File: config.mk
export PLATFORM = sky130hd
export DESIGN_NAME = if_id_fetch_stage_flat
export DESIGN_NICKNAME = d
export VERILOG_FILES = /design/src/rtl/if_id_fetch_stage_pkg.sv /design/src/rtl/if_id_fetch_stage_if.sv /design/src/rtl/if_id_fetch_stage_regs.sv /design/src/rtl/if_id_fetch_stage.sv /design/src/flat_wrapper.sv
export SDC_FILE = /design/constraint.sdc
export NUM_CORES = 1
export LEC_CHECK = 0
export BUFFER_PORTS_ARGS = -buffer_cell sky130_fd_sc_hd__buf_2
export CORE_ASPECT_RATIO = 1.25
export CORE_MARGIN = 2
export CORE_UTILIZATION = 36
export CTS_BUF_LIST = sky130_fd_sc_hd__clkbuf_16
export CTS_CLUSTER_SIZE = 30
export DETAILED_ROUTE_END_ITERATION = 10
export GPL_ROUTABILITY_DRIVEN = 1
export PLACE_DENSITY_LB_ADDON = 0.15
export SYNTH_ARGS = -nofsm -noshare
export SYNTH_HDL_FRONTEND = slang
export SYNTH_SLANG_ARGS = --single-unit
export TNS_END_PERCENT = 1
File: constraint.sdc
create_clock -name clk -period 2.53 [get_ports clk]
set_input_delay 0.253 -clock clk [delete_from_list [all_inputs] [get_ports clk]]
set_output_delay 0.253 -clock clk [all_outputs]
set_load 0.01 [all_outputs]
File: src/rtl/if_id_fetch_stage_pkg.sv
// Shared constants and types for the fetch stage and IF/ID register.
package fetch_pkg;

    localparam logic [31:0] NOP_INSTR   = 32'hD503201F;
    localparam int          INSTR_BYTES = 4;

    typedef enum logic {S_RUN, S_HALT} fetch_state_t;

endpackage

File: src/rtl/if_id_fetch_stage_if.sv
// Control inputs, instruction-memory port and IF/ID outputs of the fetch stage.
interface if_id_fetch_stage_if #(
    parameter int ADDR_W  = 64,
    parameter int INSTR_W = 32
);
    logic               stall;
    logic               br_taken;
    logic [ADDR_W-1:0]  br_target;
    logic               halt_req;
    logic [ADDR_W-1:0]  imem_addr;
    logic [INSTR_W-1:0] imem_rdata;
    logic [ADDR_W-1:0]  id_pc;
    logic [INSTR_W-1:0] id_instr;
    logic               id_valid;

    modport master (
        input  stall, br_taken, br_target, halt_req, imem_rdata,
        output imem_addr, id_pc, id_instr, id_valid
    );

    modport slave (
        output stall, br_taken, br_target, halt_req, imem_rdata,
        input  imem_addr, id_pc, id_instr, id_valid
    );
endinterface

File: src/rtl/if_id_fetch_stage_regs.sv
// Building blocks for the fetch stage: load-enable register and saturating counter.
module en_register #(
    parameter int               WIDTH     = 8,
    parameter logic [WIDTH-1:0] RESET_VAL = '0
) (
    input  logic             clk,
    input  logic             reset,
    input  logic             en,
    input  logic [WIDTH-1:0] d,
    output logic [WIDTH-1:0] q
);
    always_ff @(posedge clk) begin
        if (reset)
            q <= RESET_VAL;
        else if (en)
            q <= d;
    end
endmodule

module sat_counter #(
    parameter int WIDTH = 32
) (
    input  logic             clk,
    input  logic             reset,
    input  logic             inc,
    output logic [WIDTH-1:0] count
);
    // Sticks at all-ones so a long run never reads back as a small value.
    always_ff @(posedge clk) begin
        if (reset)
            count <= '0;
        else if (inc && (count != '1))
            count <= count + WIDTH'(1);
    end
endmodule

File: src/rtl/if_id_fetch_stage.sv
// Fetch stage: PC, IF/ID register, stall/redirect/halt handling, perf counters.
module if_id_fetch_stage
    import fetch_pkg::*;
#(
    parameter int                ADDR_W   = 64,
    parameter int                INSTR_W  = 32,
    parameter logic [ADDR_W-1:0] RESET_PC = '0,
    parameter int                CNT_W    = 32
) (
    input  logic                clk,
    input  logic                reset,
    if_id_fetch_stage_if.master bus,
    output logic                halted,
    output logic [CNT_W-1:0]    fetch_cnt,
    output logic [CNT_W-1:0]    stall_cnt,
    output logic [CNT_W-1:0]    bubble_cnt
);
    fetch_state_t       state_q, state_d;
    logic               pc_en, id_en, bubble;
    logic               fetch_inc, stall_inc, bubble_inc;
    logic [ADDR_W-1:0]  pc_q, pc_d;
    logic [ADDR_W-1:0]  id_pc_d;
    logic [INSTR_W-1:0] id_instr_d;

    always_ff @(posedge clk) begin
        if (reset)
            state_q <= S_RUN;
        else
            state_q <= state_d;
    end

    // Priority in S_RUN: halt_req, then br_taken, then stall, then normal fetch.
    always_comb begin
        state_d    = state_q;
        pc_en      = 1'b0;
        id_en      = 1'b0;
        bubble     = 1'b0;
        fetch_inc  = 1'b0;
        stall_inc  = 1'b0;
        bubble_inc = 1'b0;
        if (state_q == S_RUN) begin
            if (bus.halt_req) begin
                state_d    = S_HALT;
                id_en      = 1'b1;
                bubble     = 1'b1;
                bubble_inc = 1'b1;
            end else if (bus.br_taken) begin
                pc_en      = 1'b1;
                id_en      = 1'b1;
                bubble     = 1'b1;
                bubble_inc = 1'b1;
            end else if (bus.stall) begin
                stall_inc  = 1'b1;
            end else begin
                pc_en      = 1'b1;
                id_en      = 1'b1;
                fetch_inc  = 1'b1;
            end
        end
    end

    // Redirect targets are forced onto an instruction boundary.
    assign pc_d = bus.br_taken ? (bus.br_target & ~ADDR_W'(INSTR_BYTES - 1))
                               : pc_q + ADDR_W'(INSTR_BYTES);

    assign id_pc_d    = bubble ? '0 : pc_q;
    assign id_instr_d = bubble ? INSTR_W'(NOP_INSTR) : bus.imem_rdata;

    assign bus.imem_addr = pc_q;
    assign halted        = (state_q == S_HALT);

    en_register #(.WIDTH(ADDR_W), .RESET_VAL(RESET_PC)) u_pc (
        .clk(clk), .reset(reset), .en(pc_en), .d(pc_d), .q(pc_q)
    );

    en_register #(.WIDTH(ADDR_W), .RESET_VAL('0)) u_id_pc (
        .clk(clk), .reset(reset), .en(id_en), .d(id_pc_d), .q(bus.id_pc)
    );

    en_register #(.WIDTH(INSTR_W), .RESET_VAL(INSTR_W'(NOP_INSTR))) u_id_instr (
        .clk(clk), .reset(reset), .en(id_en), .d(id_instr_d), .q(bus.id_instr)
    );

    en_register #(.WIDTH(1), .RESET_VAL(1'b0)) u_id_valid (
        .clk(clk), .reset(reset), .en(id_en), .d(~bubble), .q(bus.id_valid)
    );

    sat_counter #(.WIDTH(CNT_W)) u_fetch_cnt (
        .clk(clk), .reset(reset), .inc(fetch_inc), .count(fetch_cnt)
    );

    sat_counter #(.WIDTH(CNT_W)) u_stall_cnt (
        .clk(clk), .reset(reset), .inc(stall_inc), .count(stall_cnt)
    );

    sat_counter #(.WIDTH(CNT_W)) u_bubble_cnt (
        .clk(clk), .reset(reset), .inc(bubble_inc), .count(bubble_cnt)
    );
endmodule

File: src/flat_wrapper.sv
// flat-port wrapper written by rule: the top's interface ports become plain ports
module if_id_fetch_stage_flat import fetch_pkg::*;
#(
    parameter int                ADDR_W   = 64,
    parameter int                INSTR_W  = 32,
    parameter logic [ADDR_W-1:0] RESET_PC = '0,
    parameter int                CNT_W    = 32
)
  (clk, reset, halted, fetch_cnt, stall_cnt, bubble_cnt, bus_stall, bus_br_taken, bus_br_target, bus_halt_req, bus_imem_rdata, bus_imem_addr, bus_id_pc, bus_id_instr, bus_id_valid);
  if_id_fetch_stage_if #(.ADDR_W(ADDR_W), .INSTR_W(INSTR_W)) bus_i ();
  input  logic clk;
  input  logic reset;
  output logic halted;
  output logic [CNT_W-1:0] fetch_cnt;
  output logic [CNT_W-1:0] stall_cnt;
  output logic [CNT_W-1:0] bubble_cnt;
  input wire logic [$bits(bus_i.stall)-1:0] bus_stall;
  input wire logic [$bits(bus_i.br_taken)-1:0] bus_br_taken;
  input wire logic [$bits(bus_i.br_target)-1:0] bus_br_target;
  input wire logic [$bits(bus_i.halt_req)-1:0] bus_halt_req;
  input wire logic [$bits(bus_i.imem_rdata)-1:0] bus_imem_rdata;
  output wire logic [$bits(bus_i.imem_addr)-1:0] bus_imem_addr;
  output wire logic [$bits(bus_i.id_pc)-1:0] bus_id_pc;
  output wire logic [$bits(bus_i.id_instr)-1:0] bus_id_instr;
  output wire logic [$bits(bus_i.id_valid)-1:0] bus_id_valid;
  assign bus_i.stall = bus_stall;
  assign bus_i.br_taken = bus_br_taken;
  assign bus_i.br_target = bus_br_target;
  assign bus_i.halt_req = bus_halt_req;
  assign bus_i.imem_rdata = bus_imem_rdata;
  assign bus_imem_addr = bus_i.imem_addr;
  assign bus_id_pc = bus_i.id_pc;
  assign bus_id_instr = bus_i.id_instr;
  assign bus_id_valid = bus_i.id_valid;
  if_id_fetch_stage #(.ADDR_W(ADDR_W), .INSTR_W(INSTR_W), .RESET_PC(RESET_PC), .CNT_W(CNT_W)) u_core (.clk(clk), .reset(reset), .bus(bus_i), .halted(halted), .fetch_cnt(fetch_cnt), .stall_cnt(stall_cnt), .bubble_cnt(bubble_cnt));
endmodule
Word level (Yosys, flattened, before mapping). Cells that the tools add are included. W data, S select, Z words.

Bits in registers: 258. Output and inout port bits: 258. Input bits: 101.

Add/subtract/negate cells: 4. Equal/unequal tests: 3. Bitwise gates (word level): 1. Multiplexer cells: 21. Reductions and logical operators: 3.

Operator list (count): $mux W64 (2); $add A32 B1 Y32 const B (3); $ne A32 B32 Y1 const B (3); $add A64 B3 Y64 const B (1); $mux W32 (1); $mux W1 (18); $logic_and A1 B1 Y1 (3); $not A1 Y1 (1).

Depth between registers and ports, before layout. Gate-level depths: netlist of run 1.

Word-level depth: 5. Depth in mapped cells: 9.

Modules after synthesis. A second synthesis of run 1 with hierarchy kept.

Cells, all modules: 1602. Area total of the unflattened synthesis: 13628.1 um2.

By module, submodules not included: sat_counter (area an instance 1674.1 um2, sequential area each 640.6 um2, cells an instance 199, instances 3); en_register at u_core.u_id_pc ... (area an instance 2290.9 um2, sequential area each 1281.2 um2, cells an instance 206, instances 2); if_id_fetch_stage (area an instance 2812.7 um2, sequential area each 20.0 um2, cells an instance 487, instances 1); en_register at u_core.u_id_instr (area an instance 1177.4 um2, sequential area each 640.6 um2, cells an instance 103, instances 1); en_register at u_core.u_id_valid (area an instance 33.8 um2, sequential area each 20.0 um2, cells an instance 3, instances 1).

Worst setup path after synthesis of run 1. Ideal clock, no wire load.

Path type: reg-to-reg. Start: register u_core.state_q (netlist: u_core.halted). End: register u_core.u_stall_cnt.count[24]. Cell stages (with the launch flop): 8. Data arrival time: 2.111 ns. Path slack: 0.292 ns. Library setup time: 0.128 ns. Data required time: 2.402 ns. Clock period less this slack: 2.238 ns. Path buffers: 2. Cell sequence: dfxtp_1 > buf_2 > or4b_4 > or4_1 > buf_6 > nor4_2 > mux2i_1 > nor2_1.

Longest elaborated chain between the ends: 2.

Ends and longest elaborated chain: start: declaration (line if_id_fetch_stage.sv:18) `fetch_state_t state_q, state_d;`; start signal: assignment (line if_id_fetch_stage.sv:29) `state_q <= state_d;`; $mux W1 (line if_id_fetch_stage.sv:41) `if (state_q == S_RUN) begin`; $logic_and A1 B1 Y1 (line if_id_fetch_stage_regs.sv:32) `else if (inc && (count != '1))`; end signal: assignment (line if_id_fetch_stage_regs.sv:33) `count <= count + WIDTH'(1);`; end: declaration (line if_id_fetch_stage_regs.sv:26) `output logic [WIDTH-1:0] count`.

Every way passes these cells. A chain may end at the register's enable or synchronous reset.

Final worst setup path of run 1.
Start: register u_core.u_stall_cnt.count[4]. End: register u_core.u_stall_cnt.count[25].

Longest elaborated chain between the ends: 2. Elaborated cells between the ends (all ways): 3. Those cells by class: add/sub: 1; eq/ne: 1; reduce/logical: 1.

Ends and longest elaborated chain: branches (longest 2 deep; another with $add A32 B1 Y32).

Several ways; the timed one is not identified.

==> results of run 1 <==
[how the worst max path moves through the flow]
| stage | cells after the start | slack (ps) | end | start |
|---|---|---|---|---|
| after floorplan | 7 | 290 | u_core.u_stall_cnt.count[24] | u_core.halted |
| after global placement | 6 | 140 | u_core.u_stall_cnt.count[24] | bus_br_taken |
| after detailed placement | 6 | 140 | u_core.u_stall_cnt.count[24] | bus_br_taken |
| after CTS | 6 | 150 | u_core.u_fetch_cnt.count[24] | u_core.halted |
| after global routing | 5 | 70 | u_core.u_stall_cnt.count[25] | u_core.u_stall_cnt.count[4] |
| final | 5 | 230 | u_core.u_stall_cnt.count[25] | u_core.u_stall_cnt.count[4] |
[cells in the mapped netlist (4+ instances only)]
| master | count | area [um2] |
|---|---|---|
| nand3b_1 | 5 | 37.5 |
| nand3_1 | 66 | 330 |
| o21a_1 | 5 | 37.5 |
| a22oi_1 | 86 | 646 |
| or4_1 | 34 | 255 |
| nor3b_1 | 4 | 30.0 |
| nor3_1 | 30 | 150 |
| nand4_1 | 73 | 457 |
| nand2_1 | 122 | 458 |
| o31ai_1 | 27 | 203 |
| and4_1 | 15 | 131 |
| buf_4 | 5 | 37.5 |
| and3_1 | 24 | 150 |
| o21ai_0 | 76 | 380 |
| inv_1 | 29 | 109 |
| buf_1 | 13 | 48.8 |
| xnor2_1 | 17 | 149 |
| or2_2 | 4 | 25.0 |
| a21oi_1 | 112 | 561 |
| buf_2 | 8 | 40.0 |
| o311ai_0 | 4 | 35.0 |
| nor2b_1 | 7 | 43.8 |
| ha_1 | 4 | 50.1 |
| nor4_1 | 32 | 200 |
| a21o_1 | 5 | 37.5 |
| a22o_1 | 5 | 43.8 |
| clkbuf_1 | 91 | 342 |
| a31oi_1 | 33 | 206 |
| mux2i_1 | 10 | 100 |
| and2_1 | 7 | 43.8 |
| a32o_1 | 5 | 50.1 |
| a211oi_1 | 9 | 67.6 |
| a221oi_1 | 4 | 35.0 |
| nor2_1 | 158 | 593 |
| a31o_2 | 4 | 35.0 |
| nor4_2 | 4 | 50.1 |
| o211ai_1 | 9 | 67.6 |
| dfxtp_1 | 255 | 5100 |
| o22ai_1 | 15 | 93.8 |
| or3_1 | 56 | 350 |
| mux2_2 | 6 | 67.6 |
[power groups by stage]
| stage | sequential, mW | combinational [mW] | clock [mW] |
|---|---|---|---|
| global placement | 4.29 | 0.836 | 0 |
| finish | 4.20 | 0.900 | 4.11 |
| global route | 4.21 | 0.972 | 4.41 |
| detailed placement | 4.29 | 0.843 | 0 |
| floorplan | 4.31 | 0.412 | 0 |
| CTS | 4.20 | 0.897 | 4.24 |
[timing repair]
action | 4_1_cts | 5_1_grt
gates resized for setup | 0 | 1
hold buffers | 42 | 0
buffers inserted | 0 | 2
setup endpoints to repair | 0 | 2
endpoints found under the hold margin | 44 | 0
[cell families (layout without fill, tap and decap cells)]
kind of cell	count (synthesis)	count (layout)	synth area share
buffers and inverters	149	570	0.0491
multiplexers	16	16	0.0135
flip-flops	255	255	0.410
AO/OA/AOI/OAI	430	430	0.224
other	1	5	0.000301
adder cells (fa/ha/maj)	4	4	0.00402
XOR/XNOR	20	20	0.0141
AND/OR/NAND/NOR	661	661	0.284
[layout make-up]
cell class	count	area, um2	share of cell area
clock inverters	24	188	0.0115
clock buffers	29	726	0.0443
multi-input cells	1133	6750	0.412
flip-flops and latches	255	5100	0.312
inverters	29	109	0.00664
diodes	3	7.51	0.000458
well taps	429	537	0.0328
repair buffers	488	2960	0.180
[per-stage QoR]
stage	setup WS (ps)	hold slack, ps	util
6_report	230	37.9	0.479
5_1_grt	70.5	40.4	0.478
4_1_cts	145	8.61	0.478
3_5_place_dp	137	450	0.439
3_3_place_gp	142	447	0.439
2_1_floorplan	292	399	-
[registers in the layout (all words and copies together) (netlist names)]
name                       count
u_core.u_id_pc.q              63
u_core.u_id_instr.q           32
u_core.u_fetch_cnt.count      32
u_core.u_id_valid.q            1
u_core.halted                  1
u_core.u_stall_cnt.count      32
u_core.u_bubble_cnt.count     32
u_core.u_pc.q                 62
[critical path, stage by stage (launching register included)]
cell and delay, ps:
dfxtp_1 420, nand4_2 200, or4_1 570, a211o_1 440
or4_1 440, a21oi_1 160
[layer usage]
metal | wire length [um] | vias up | GRT usage
met4 | 1590 | 2 | 0.0961
met1 | 19000 | 6589 | 0.297
li1 | - | 6601 | -
met3 | 3000 | 108 | 0.0437
met2 | 22100 | 533 | 0.412
met5 | 7 | - | 0
[cell usage in the layout (no fill, tap or decap), types with 5 or more instances in the layout]
| cell type | instances |
|---|---|
| o22ai_1 | 15 |
| a211oi_1 | 9 |
| nor4_1 | 31 |
| mux2i_1 | 10 |
| or3_1 | 55 |
| o31ai_1 | 27 |
| a21o_1 | 5 |
| nand3b_1 | 5 |
| a32o_1 | 5 |
| dfxtp_1 | 255 |
| nor2_1 | 155 |
| a22o_1 | 5 |
| a22oi_1 | 86 |
| clkbuf_16 | 29 |
| dlygate4sd3_1 | 42 |
| buf_2 | 352 |
| nor2b_1 | 7 |
| a21oi_1 | 112 |
| buf_4 | 88 |
| inv_1 | 30 |
| o21a_1 | 5 |
| and2_1 | 7 |
| and4_1 | 15 |
| xnor2_1 | 17 |
| or4_1 | 34 |
| clkinv_1 | 10 |
| nand4_1 | 73 |
| nand2_1 | 122 |
| nand3_1 | 66 |
| o211ai_1 | 9 |
| nor4_2 | 5 |
| buf_12 | 5 |
| clkinv_2 | 8 |
| a31oi_1 | 33 |
| o21ai_0 | 75 |
| and3_1 | 24 |
| nor3_1 | 30 |
| mux2_2 | 6 |
==> flow_summary.yaml, run 1 <==
synth:
  yosysWarningCount: 0
  synth-edff-count: 0
  ys_types: 79
  synthCells: 1536
  syn_area_mm2: 0.0124
  synth-seq-cells: 255
  synth_ff_type: "dfxtp_1"
  avgSynthCellArea_um2: 8.10
  yosysSeqAreaShare: 0.410
  synth-async-reset-ratio: 0
power_and_ir_drop:
  p_leak_nw: 6.39
  clkPwrFrac: 0.446
  fin_total_pwr_mw: 9.21
  p_int_mw: 6.83
  switching_share: 0.258
  irDropWorstVdd_v: 0.000445
  p_switching_mw: 2.38
  powerDensity_mw_per_mm2: 562
  p_seq_frac: 0.456
  comb_power_share: 0.098
cells_and_area:
  fin_nets: 2041
  area_delta_synth_final_pct: 31.7
  instances_no_fill: 2390
  drive_gt1_frac: 0.270
  design_area_mm2: 0.0164
  fillers: 3480
sta:
  fin_crit_sh: 0.909
  post-route-min-period_ps: 2300
  slew_headroom: 0.256
  clock_skew_ps: 10.7
  worstMarginPinSlew_ps: 1110
  rsz0062_at_grt: "no"
  setup_violations: 0
  slew_viol_final: 0
  clock.fmax_mhz: 435
  hold_viol: 0
  tns_ps: 0
detailed_routing:
  drt-initial-drc-count: 1064
  drc: 0
  post_drt_wl_per_cell_um: 19.1
  post_drt_via_cell_ratio: 5.79
  first_pass_iters: 8
  routed_wl_um: 45700
  antenna_left: 0
  via_count: 13833
cts:
  path_clk_slew_ps: 60
  cts-htree-levels: 1
  clk_latency_ps: 550
  cts_tree: "built"
  cts_root_buffer: "clkbuf_16"
  cts.sinks: 255
  numCtsBuffers: 29
  clk_path_buf_depth: 3
placed_design:
  dp.cells: 2290
  place_hpwl_um: 31700
  placed_area_mm2: 0.0150
  gp_congestion: 0.917
  port_buffers: 354
global_routing:
  grt_max_degree: 121
  grt-ovfl-total: 0
  antenna_found_initial: 5
  grt_pass1_vias: 12933
  grt_usage: 0.240
  grt_pass1_wl_um: 69800
worst_setup_path:
  critPathLaunchType: "flip-flop"
  crit_path_max_fanout: 13
  worstReg2RegEnd: "u_core.u_stall_cnt.count[25]"
  arrival_ps: 2780
  r2r_start: "u_core.u_stall_cnt.count[4]"
  path_class: "flip-flop to flip-flop"
  endpoint_kind: "flip-flop"
  worstRegToRegCells: 5
  cp.required_ps: 3010
  r2r_slack_ps: 230
floorplanning:
  die_x_um: 170
  fp-row-count: 76
  die-area_mm2: 0.0361
  start_util: 0.363
  num_io_pins: 359
  die_h_um: 212
  core_area_mm2: 0.0342
hold_path:
  worstHoldPathType: "input pin to flip-flop"
  worstHoldStart: "bus_br_target[46]"
  hold_depth: 3
  whs_endpoint: "u_core.u_pc.q[46]"
run:
  drv_cap: 0
run_status:
  status: "complete, no violations"
(Power assumes the default switching activity.)
==> inputs of run 2 (changes only) <==
--- a/config.mk
+++ b/config.mk
@@ -13,7 +13,7 @@
 export CTS_CLUSTER_SIZE = 30
 export DETAILED_ROUTE_END_ITERATION = 10
 export GPL_ROUTABILITY_DRIVEN = 1
-export PLACE_DENSITY_LB_ADDON = 0.15
+export PLACE_DENSITY = 0.65
 export SYNTH_ARGS = -nofsm -noshare
 export SYNTH_HDL_FRONTEND = slang
 export SYNTH_SLANG_ARGS = --single-unit
==> flow_summary.yaml, run 2 (synthesis gave the netlist of run 1 again) <==
cells_and_area:
  seqCellArea_mm2: 0.00510
  mostFrequentLayoutCell: "buf_2"
  most-common-layout-cells: "buf_2, dfxtp_1, nor2_1"
  final_util: 0.477
  fillers: 3388
  largest_reg_flops: 63
  reg.largest.list: "u_core.u_id_pc.q: 63 flops, u_core.u_pc.q: 62 flops"
  area_delta_synth_final_pct: 31.3
  regMostFlops: "u_core.u_id_pc.q"
  multi_input_area_mm2: 0.00675
  fin_nets: 2035
  drive_gt1_frac: 0.264
power_and_ir_drop:
  fin_total_pwr_mw: 9.26
  p_leak_nw: 6.36
  powerDensity_mw_per_mm2: 567
  irDropWorstVdd_v: 0.000487
worst_setup_path:
  worstReg2RegEnd: "u_core.u_pc.q[59]"
  arrival_ps: 2870
  worstRegToRegCells: 6
  slowest_stage: "dfxtp_1"
  path_delay_family: "simple AND/OR/NAND/NOR gates"
  critPathLaunchType: "flip-flop"
  path_buf_inv: 1
  endpoint_kind: "flip-flop"
  r2r_slack_ps: 130
  path_class: "flip-flop to flip-flop"
  cp.required_ps: 3000
  crit_path_max_fanout: 8
  crit_chain: "nand4_1 -> or3_1 -> nor4_1 -> buf_4 -> a31oi_1 -> nor3b_1"
  r2r_start: "u_core.u_pc.q[32]"
  cpPeakStageDelay_ps: 540
sta:
  clock_skew_ps: 23.0
  slew_headroom: 0.249
  fin_crit_sh: 0.949
  rsz0062_at_grt: "no"
  slew_viol_final: 0
  clock.fmax_mhz: 416
  worstMarginPinSlew_ps: 1120
  post-route-min-period_ps: 2400
  setup_violations: 0
  worst_slack_ps: 129
  tns_ps: 0
  hold_viol: 0
placed_design:
  port_buffers: 354
  dpl_worst_slack_ps: 109
  gp_congestion: 0.947
  place_hpwl_um: 32100
cts:
  clk_latency_ps: 560
  cts_root_buffer: "clkbuf_16"
  cts_tree: "built"
  path_clk_slew_ps: 60
  cts.sinks: 255
  clk_path_buf_depth: 3
  cts-htree-levels: 1
  numCtsBuffers: 28
detailed_routing:
  routed_wl_um: 46000
  drc: 0
  via_count: 13927
  first_pass_iters: 9
  post_drt_via_cell_ratio: 5.85
  post_drt_wl_per_cell_um: 19.3
  drt-initial-drc-count: 1350
  antenna_left: 0
floorplanning:
  die-area_mm2: 0.0361
  die_h_um: 212
  fp-row-count: 76
  die_x_um: 170
  core_area_mm2: 0.0342
  start_util: 0.363
  num_io_pins: 359
hold_path:
  hold_depth: 3
  whs_endpoint: "u_core.u_pc.q[20]"
  worstHoldStart: "bus_br_target[20]"
  worstHoldPathType: "input pin to flip-flop"
run:
  drv_cap: 0
global_routing:
  grt_pass1_wl_um: 70400
  grt_pass1_vias: 12955
  grt_max_degree: 124
  grt_usage: 0.241
  antenna_found_initial: 5
  grt-ovfl-total: 0
run_status:
  status: "complete, no violations"
==> run 2: changes by cell type in the layout (fill, tap and decap cells not counted), sizes merged, moves of 3 or more <==
cell         delta
clkinv          -8
inv             +4
buf             -8
dlygate4sd3     +3
==> run 2: worst min-delay path, stage by stage <==
cell,delay [ps]
buf_2,120
o22ai_1,100
a211oi_1,60
==> run 2: how the worst max path moves through the flow <==
stage / end / slack, ps / start / depth (start not counted)
final: u_core.u_pc.q[59] / 130 / u_core.u_pc.q[32] / 6
after global routing: u_core.u_pc.q[59] / 7 / u_core.u_pc.q[32] / 6
after CTS: u_core.u_pc.q[46] / 170 / u_core.u_pc.q[2] / 7
after detailed placement: u_core.u_stall_cnt.count[24] / 110 / bus_br_taken / 6
after global placement: u_core.u_stall_cnt.count[24] / 150 / bus_br_taken / 6
after floorplan: u_core.u_stall_cnt.count[24] / 290 / u_core.halted / 7
==> run 2: cell type report <==
type                            count  area share
Clock buffer                       28      0.0429
Inverter                           29     0.00666
Timing Repair Buffer              483       0.178
Clock inverter                     22      0.0132
Sequential cell                   255       0.312
Multi-Input combinational cell   1133       0.413
Tap cell                          429      0.0329
Antenna cell                        3    0.000459
==> run 2: power breakdown <==
| group | leakage [nW] | internal, mW | switching (mW) | total (mW) |
|---|---|---|---|---|
| clock network | 0.462 | 2.41 | 1.74 | 4.16 |
| logic | 3.84 | 0.356 | 0.542 | 0.898 |
| registers | 2.06 | 4.10 | 0.114 | 4.21 |
| total | 6.36 | 6.86 | 2.40 | 9.26 |
==> run 2: routing by layer <==
metal,track usage,part of all wire,vias to the layer above
li1,-,-,6578
met1,0.298,0.40,6641
met2,0.414,0.49,564
met3,0.0329,0.064,140
met4,0.115,0.044,4
met5,0,0.00057,-
==> run 2: metrics by stage <==
step	cell area [um2]	hold slack, ps	std cells
after floorplan	12400	399	1537
after global placement	15000	446	2283
after detailed placement	15000	451	2283
after CTS	16300	16.7	2378
after global routing	16300	33.1	2381
final	16300	37.5	2382
==> run 2: timing repair <==
action | 4_1_cts | 5_1_grt
endpoints found under the hold margin | 49 | 0
endpoints found under the setup margin | 0 | 3
resized for setup | 0 | 1
hold buffers | 45 | 0
setup buffers | 0 | 1
